**config.mk**
```make
export PLATFORM = sky130hd
export DESIGN_NAME = hex_word_rx
export DESIGN_NICKNAME = d
export VERILOG_FILES = /design/src/rtl/hex_word_rx.sv
export SDC_FILE = /design/constraint.sdc
export NUM_CORES = 1
export LEC_CHECK = 0
export CAP_MARGIN = 25
export CORE_MARGIN = 3
export CORE_UTILIZATION = 50
export CTS_BUF_LIST = sky130_fd_sc_hd__clkbuf_8
export DETAILED_ROUTE_END_ITERATION = 10
export PLACE_DENSITY_LB_ADDON = 0.08
export SYNTH_ARGS = -nofsm -noshare
export SYNTH_HDL_FRONTEND = slang
export SYNTH_SLANG_ARGS = --single-unit
```
**constraint.sdc**
```tcl
create_clock -name i_clk -period 2.3 [get_ports i_clk]
set_input_delay 0.69 -clock i_clk [delete_from_list [all_inputs] [get_ports i_clk]]
set_output_delay 0.69 -clock i_clk [all_outputs]
set_load 0.01 [all_outputs]
```
**src/rtl/hex_word_rx.sv**
```systemverilog
// Line parser for "0x<1..8 hex digits><CR|LF>" ASCII records from a UART receiver.
// Emits the parsed word with a one-cycle o_stb, or a one-cycle o_err on a malformed line.
module hex_word_rx #(
    parameter int W = 32
) (
    input  logic         i_clk,
    input  logic         i_reset,
    input  logic         i_stb,
    input  logic [7:0]   i_byte,
    output logic         o_stb,
    output logic [W-1:0] o_data,
    output logic         o_err
);

    typedef enum logic [1:0] {IDLE, GOT0, DIGITS, ERR} state_t;

    localparam logic [7:0] CH_CR    = 8'h0D;
    localparam logic [7:0] CH_LF    = 8'h0A;
    localparam logic [7:0] CH_SP    = 8'h20;
    localparam logic [7:0] CH_0     = 8'h30;
    localparam logic [7:0] CH_9     = 8'h39;
    localparam logic [7:0] CH_UA    = 8'h41;
    localparam logic [7:0] CH_UF    = 8'h46;
    localparam logic [7:0] CH_UX    = 8'h58;
    localparam logic [7:0] CH_LA    = 8'h61;
    localparam logic [7:0] CH_LF_HX = 8'h66;
    localparam logic [7:0] CH_LX    = 8'h78;

    state_t         state_q, state_d;
    logic [W-1:0]   acc_q, acc_d;
    logic [W-1:0]   data_q, data_d;
    logic [3:0]     cnt_q, cnt_d;
    logic           stb_q, stb_d;
    logic           err_q, err_d;

    logic           is_hex;
    logic           is_term;
    logic [3:0]     nibble;

    // Letters a-f / A-F share low nibbles 1..6, so +9 maps them to 10..15.
    always_comb begin
        is_hex = 1'b1;
        nibble = 4'd0;
        if (i_byte >= CH_0 && i_byte <= CH_9) begin
            nibble = i_byte[3:0];
        end else if ((i_byte >= CH_LA && i_byte <= CH_LF_HX) ||
                     (i_byte >= CH_UA && i_byte <= CH_UF)) begin
            nibble = i_byte[3:0] + 4'd9;
        end else begin
            is_hex = 1'b0;
        end
    end

    assign is_term = (i_byte == CH_CR) || (i_byte == CH_LF);

    // NOTE: every variable gets a default first so no path through the case infers a latch.
    always_comb begin
        state_d = state_q;
        acc_d   = acc_q;
        cnt_d   = cnt_q;
        data_d  = data_q;
        stb_d   = 1'b0;
        err_d   = 1'b0;
        if (i_stb) begin
            case (state_q)
                IDLE: begin
                    if (i_byte == CH_0) begin
                        state_d = GOT0;
                    end else if (!is_term && i_byte != CH_SP) begin
                        state_d = ERR;
                        err_d   = 1'b1;
                    end
                end
                GOT0: begin
                    if (i_byte == CH_LX || i_byte == CH_UX) begin
                        state_d = DIGITS;
                        acc_d   = '0;
                        cnt_d   = 4'd0;
                    end else begin
                        state_d = ERR;
                        err_d   = 1'b1;
                    end
                end
                DIGITS: begin
                    if (is_hex) begin
                        if (cnt_q == 4'd8) begin
                            state_d = ERR;
                            err_d   = 1'b1;
                        end else begin
                            acc_d = {acc_q[W-5:0], nibble};
                            cnt_d = cnt_q + 4'd1;
                        end
                    end else if (is_term) begin
                        // An empty "0x" line is reported but needs no resync to LF.
                        state_d = IDLE;
                        if (cnt_q == 4'd0) begin
                            err_d = 1'b1;
                        end else begin
                            data_d = acc_q;
                            stb_d  = 1'b1;
                        end
                    end else begin
                        state_d = ERR;
                        err_d   = 1'b1;
                    end
                end
                ERR: begin
                    if (i_byte == CH_LF) begin
                        state_d = IDLE;
                    end
                end
                default: state_d = IDLE;
            endcase
        end
    end

    // NOTE: sequential state uses non-blocking assignments so all registers update together.
    always_ff @(posedge i_clk) begin
        if (i_reset) begin
            state_q <= IDLE;
            acc_q   <= '0;
            cnt_q   <= 4'd0;
            data_q  <= '0;
            stb_q   <= 1'b0;
            err_q   <= 1'b0;
        end else begin
            state_q <= state_d;
            acc_q   <= acc_d;
            cnt_q   <= cnt_d;
            data_q  <= data_d;
            stb_q   <= stb_d;
            err_q   <= err_d;
        end
    end

    always_comb begin
        o_stb  = stb_q;
        o_err  = err_q;
        o_data = data_q;
    end

endmodule

```
==> out/qor.txt, run 1 <==
R2R Path End = acc_q[3]
Synth cell types = 54
Die X-Extent = 83.1 microns
Synth Area in Compound Gates = 23.4%
Clock Power Share = 36.7%
Min Tclk post-route = 2.19 ns
CP Max Fanout = 5
Maximum number of pins on one net before global-route repair = 34
Post-Synthesis Cells = 312
Mux cell area share after synthesis = 1.47%
Max Cap Violations = 0
Clock Skew = 0.00879 ns
DIE AREA = 0.00690 sq mm
# rows = 27
Sw Share = 25.0%
Via-per-instance ratio = 5.27
Port Buffers = 44
Fin. Hold Viols = 0
P_int = 1.73 mW
Reg-to-reg startpoint = cnt_q[0]
DRT iter0 DRCs = 88
Worst vdd ir = 461 uV
Reg-to-reg slack, setup = 0.52 ns
Most used DFF post-synth = dfxtp_1
RSZ-0062 raised after global routing = false
Avg Inst Size Synth = 9.52 sq um
Yosys warns = 0
Vias = 2425
Comb pwr share = 8.2%
Slew Limit Headroom = 68.9%
Number of global-route vias before repair = 2320
Num CTS Buffers = 9
Fmax = 456 MHz
Clk_lat worst skew = 0.34 ns
DRC violations left = 0
GP Congestion = 0.829
Largest family of logic cells by synthesized area = compound AO/OA/AOI/OAI gates
Fin crit share = 95.3%
Multi-input logic area = 0.00143 sq mm
Startpoint Class = primary input
Reg clk slew, reported paths = 0.08 ns
Post-synth ARST share = 0%
Overall routing resource usage = 19.2%
Register share of total power = 55.0%
Worst Setup Path Type = in2reg
CP required = 2.53 ns
Clock root buffer = clkbuf_8
TNS Setup = 0 ns
Switching pwr = 575 uW
Critical path capture point type = flip-flop
Post-synthesis simple-gate area fraction = 18.3%
Final wirelength = 6.21 mm
Total core area = 0.00564 sq mm
Main area contributors after synthesis = dfxtp_1, a22o_1, nand2_1, a21oi_1, ha_1
Status = completed
Clk sink count = 72
Mapped Area = 0.00297 sq mm
Commonest non-fill, non-tap cells in the layout = nand2_1, dfxtp_1, clkdlybuf4s50_1
Pwr dens = 591 mW/mm^2
Post-synth top area share = 48.5%
Arr. time, crit path = 2.43 ns
Fillers = 474
HP Class = reg2reg
Number of synthesized flops with an enable pin = 0
Pleak = 1.48 nW
TritonCTS clock tree = yes
Final Max Tran Viols = 0
Final net count = 402
DR pass1 iterations = 4
Area share of fa/ha/maj cells after synthesis = 2.95%
Initial Util = 52.6%
Share of cells above drive strength 1 = 18.3%
DP HPWL = 4.39 mm
Crit path from = i_byte[7]
Reg area = 0.00144 sq mm
Ports = 45
Tightest Pin Transition = 0.465 ns
Number of routed nets with antenna violations = 0
Synthesized flop and latch total = 72
Setup Buffers After CTS = 0
Synth Net Count = 330
Worst-case reg-to-reg path depth = 7
Die Span Y = 83.1 microns
Layout area overhead = 31.2%
GRT Residual Overflow = 0
Post-synth top area cell = dfxtp_1
H-tree Lvls = 3
Final-report setup violation count = 0
Maximum buffer depth of the clock tree = 2
XOR/XNOR share of the synthesized area = 0.295%
WHS = 0.454 ns
Routed wire length per instance = 13.5 microns
Seq/Total Area, Yosys = 48.5%
First-pass GRT wire length = 10.9 mm
Initial antenna violation count = 0
Setup crit end = o_err
# diodes = 0
==> flip-flops by register name, indices dropped and copies added (netlist names) <==
register / flops
o_stb: 1
o_err: 1
state_q: 2
acc_q: 32
o_data: 32
cnt_q: 4
==> worst min path at each step <==
stage,cells past startpoint,slack (ns),start,end
3_5_place_dp,2,0.45,o_data[2],o_data[2]
4_1_cts,2,0.46,o_data[2],o_data[2]
5_1_grt,2,0.47,o_data[2],o_data[2]
2_1_floorplan,1,0.43,cnt_q[2],cnt_q[2]
3_3_place_gp,2,0.44,o_data[4],o_data[4]
6_report,2,0.45,o_data[8],o_data[8]
==> cells by family after synthesis <==
logic type / count (synthesis)
fa+ha+maj: 7
xor+xnor: 1
simple gates: 106
mux: 4
buf+inv: 29
flops: 72
compound gates: 93
==> worst max-delay path, stage by stage <==
cell and delay (ns):
dlygate4sd2_1 0.26, nor4b_4 0.35, o311ai_4 0.18, buf_4 0.18, and2_4 0.17, a32o_1 0.25
a311o_1 0.34
==> power groups by stage <==
stage | Sequential, mW | Combinational, mW | Clock (mW)
floorplan | 1.29 | 0.0979 | 0
global placement | 1.30 | 0.185 | 0
detailed placement | 1.30 | 0.187 | 0
CTS | 1.27 | 0.188 | 0.864
global route | 1.27 | 0.209 | 0.916
finish | 1.27 | 0.190 | 0.846
==> routing by layer <==
layer	global-route usage, %	routed length (microns)	vias up
li1	-	-	1250
met1	26.5	3040	1113
met2	29.7	2800	58
met3	5.16	321	4
met4	5.05	40	0
met5	0	0	-
==> cell type report <==
| type | instances | area share, % |
|---|---|---|
| multi-input combinational | 211 | 36.6 |
| sequential | 72 | 37.0 |
| inverter | 10 | 0.963 |
| timing repair buffer | 80 | 19.0 |
| clock buffer | 9 | 3.18 |
| tap | 72 | 2.31 |
| clock inverter | 6 | 0.931 |
==> repair_timing <==
item,in CTS,in global routing
cloned,0,0
endpoints found under the setup margin,69,4
hold buffers,0,0
gates resized for setup,18,4
pin swaps,4,2
==> metrics by stage <==
stage / std cells / setup slack [ns] / utilization, % / power [mW] / cell area, sq um
4_1_cts: 460 / 0.0529 / 69.1 / 2.32 / 3900
3_5_place_dp: 445 / -0.542 / 65.7 / 1.48 / 3710
5_1_grt: 460 / 0.0471 / 69.1 / 2.39 / 3900
6_report: 460 / 0.107 / 69.1 / 2.30 / 3900
3_3_place_gp: 445 / -0.485 / 65.7 / 1.48 / 3710
2_1_floorplan: 312 / 0.0466 / - / 1.39 / 2970
==> cell usage after synthesis (all sizes together) (2+ instances only) <==
cell type	number
ha	7
nand3b	2
o311ai	2
nand2b	2
buf	15
o211ai	2
nor4bb	2
clkbuf	4
a31oi	2
dfxtp	72
nand2	72
a211oi	2
o21ai	6
o31ai	2
nor2	6
inv	10
mux2	3
a21o	3
nor3	5
a21oi	32
a2111oi	2
and3	2
nand3	3
a22o	31
nand4b	2
No activity file was read; power rests on OpenSTA's default activity.
==> inputs of run 2 (changes only) <==
--- a/config.mk
+++ b/config.mk
@@ -7,9 +7,11 @@
 export LEC_CHECK = 0
 export CAP_MARGIN = 25
 export CORE_MARGIN = 3
-export CORE_UTILIZATION = 50
+export CORE_UTILIZATION = 40
 export CTS_BUF_LIST = sky130_fd_sc_hd__clkbuf_8
 export DETAILED_ROUTE_END_ITERATION = 10
+export HOLD_SLACK_MARGIN = 0.02
+export MAX_ROUTING_LAYER = met4
 export PLACE_DENSITY_LB_ADDON = 0.08
 export SYNTH_ARGS = -nofsm -noshare
 export SYNTH_HDL_FRONTEND = slang
==> run 2 against run 1 <==
Combinational power increased by 7%. Clock skew decreased by 0.0014 ns. Die area increased by 23%. Power increased by 8.4%. Sequential power about the same. First-iteration DRC count decreased by 36%. Global-route usage decreased by 2.5 points. Critical endpoint unchanged. Largest cell class is now multi-input gates. Highest routed layer unchanged.
==> out/qor.txt, run 2 (synthesis gave the netlist of run 1 again) <==
Vias = 2491 (+2.7%)
Clock Power Share = 41.1% (+4.4 points)
Clk sink count = 72 (unchanged)
Startpoint Class = primary input
Worst vdd ir = 471 uV (+2.3%)
Final Max Tran Viols = 0 (unchanged)
First-pass GRT wire length = 11.0 mm (+0.63%)
DRT iter0 DRCs = 56 (-36%)
Initial Util = 42.5% (-10 points)
Initial antenna violation count = 0 (unchanged)
Clk_lat worst skew = 0.35 ns (about the same)
Fin crit share = 97.0% (+1.7 points)
Crit-path slowest cell = nor4b_4
Slew Limit Headroom = 70.0% (+1.1 points)
Fmax = 448 MHz (-1.7%)
Clock root buffer = clkbuf_8
Status = completed
DP HPWL = 4.65 mm (+5.8%)
Final-report setup violation count = 0 (unchanged)
DIE AREA = 0.00849 sq mm (+23%)
# rows = 30 (+11%)
Layout area overhead = 38.7%
CP Max Fanout = 5 (unchanged)
Arr. time, crit path = 2.47 ns (+0.04 ns)
Die Span Y = 92.2 microns (+11%)
Pwr dens = 606 mW/mm^2 (+2.5%)
Worst Hold Launch = o_data[25]
Pleak = 1.56 nW (+5.8%)
Fin. Hold Viols = 0 (unchanged)
Number of routed nets with antenna violations = 0 (unchanged)
Routed wire length per instance = 13.2 microns (-2.1%)
GP Congestion = 0.832 (+0.37%)
# diodes = 0 (unchanged)
P_int = 1.87 mW (+8.2%)
Maximum buffer depth of the clock tree = 2 (unchanged)
RSZ-0062 raised after global routing = false
Critical path capture point type = flip-flop
Reg clk slew, reported paths = 0.08 ns (about the same)
Tightest Pin Transition = 0.448 ns (-0.0163 ns)
DRC violations left = 0 (unchanged)
Comb pwr share = 8.2% (about the same)
Crit path from = i_byte[4]
Maximum number of pins on one net before global-route repair = 23 (-32%)
Register share of total power = 50.8% (-4.2 points)
Ports = 45 (unchanged)
Via-per-instance ratio = 5.03 (-4.5%)
TritonCTS clock tree = yes
Clock Skew = 0.00738 ns (-0.00141 ns)
Reg-to-reg startpoint = cnt_q[0]
Final wirelength = 6.54 mm (+5.4%)
DR pass1 iterations = 4 (unchanged)
Num CTS Buffers = 9 (unchanged)
Sw Share = 25.1% (+0.13 points)
Commonest non-fill, non-tap cells in the layout = nand2_1, dfxtp_1, buf_4
H-tree Lvls = 3 (unchanged)
Max Cap Violations = 0 (unchanged)
Die X-Extent = 92.2 microns (+11%)
Worst-path cell chain = dlygate4sd2_1, nor4b_4, o311ai_4, buf_4, and2_4, a32o_1, a311o_1
HP Class = reg2reg
Port Buffers = 44 (unchanged)
TNS Setup = 0 ns (unchanged)
Overall routing resource usage = 16.7% (-2.5 points)
Min Tclk post-route = 2.23 ns (+0.0388 ns)
Total core area = 0.00698 sq mm (+24%)
Worst Setup Path Type = in2reg
Number of global-route vias before repair = 2279 (-1.8%)
Share of cells above drive strength 1 = 21.3% (+3.0 points)
Total power = 2.50 mW (+8.4%)
CP required = 2.53 ns (about the same)
CP max stage delay = 0.36 ns (about the same)
GRT Residual Overflow = 0 (unchanged)
Final net count = 412 (+2.5%)
Switching pwr = 626 uW (+9.0%)
## run 2: per-layer routing
metal	GRT usage, %	wire length (microns)	vias up
met5	-	0	-
met1	22.2	3270	1171
met2	24.4	2950	41
met4	4.95	59	0
met3	5.09	256	7
li1	-	-	1272
## run 2: stage by stage
step	util [%]	std cells	hold slack, ns	worst slack, ns	cell area [sq um]
6_report	59.0	495	0.455	0.0686	4120
3_5_place_dp	54.1	474	0.445	-0.542	3780
5_1_grt	59.0	495	0.481	0.0377	4120
4_1_cts	58.3	491	0.457	0.00430	4070
3_3_place_gp	54.1	474	0.443	-0.505	3780
2_1_floorplan	-	312	0.431	0.0466	2970
## run 2: power by group through the flow
stage	registers (mW)	logic (mW)	clock network (mW)
floorplan	1.29	0.0979	0
global placement	1.30	0.190	0
detailed placement	1.30	0.191	0
CTS	1.27	0.200	1.05
global route	1.27	0.224	1.11
finish	1.27	0.204	1.02
## run 2: final timing paths
path | end | slack (ns) | depth (start not counted)
setup / recovery | o_err | 0.07 | 7
hold / removal | o_data[25] | 0.45 | 2
setup reg to reg | acc_q[3] | 0.48 | 7
hold reg to reg | o_data[25] | 0.45 | 2
## run 2: final cells by class
type                       instances  area (sq um)
tap                               96           120
timing repair buffer              90           857
fill                             643          2860
clock buffer                       9           124
multi-input combinational        211          1460
inverter                          10          37.5
clock inverter                     7          80.1
sequential                        72          1440
## run 2: worst max-delay path: cells and delay by family
family	cells	cell delay (ns)
AO/OA/AOI/OAI	3	0.78
AND/OR/NAND/NOR	2	0.53
buffers and inverters	2	0.46
## run 2: what timing repair did
item / 4_1_cts / 5_1_grt
cloned: 1 / 0
buffers inserted: 1 / 4
endpoints found under the setup margin: 70 / 53
pin swaps: 5 / 4
hold buffers: 0 / 0
resized for setup: 21 / 6
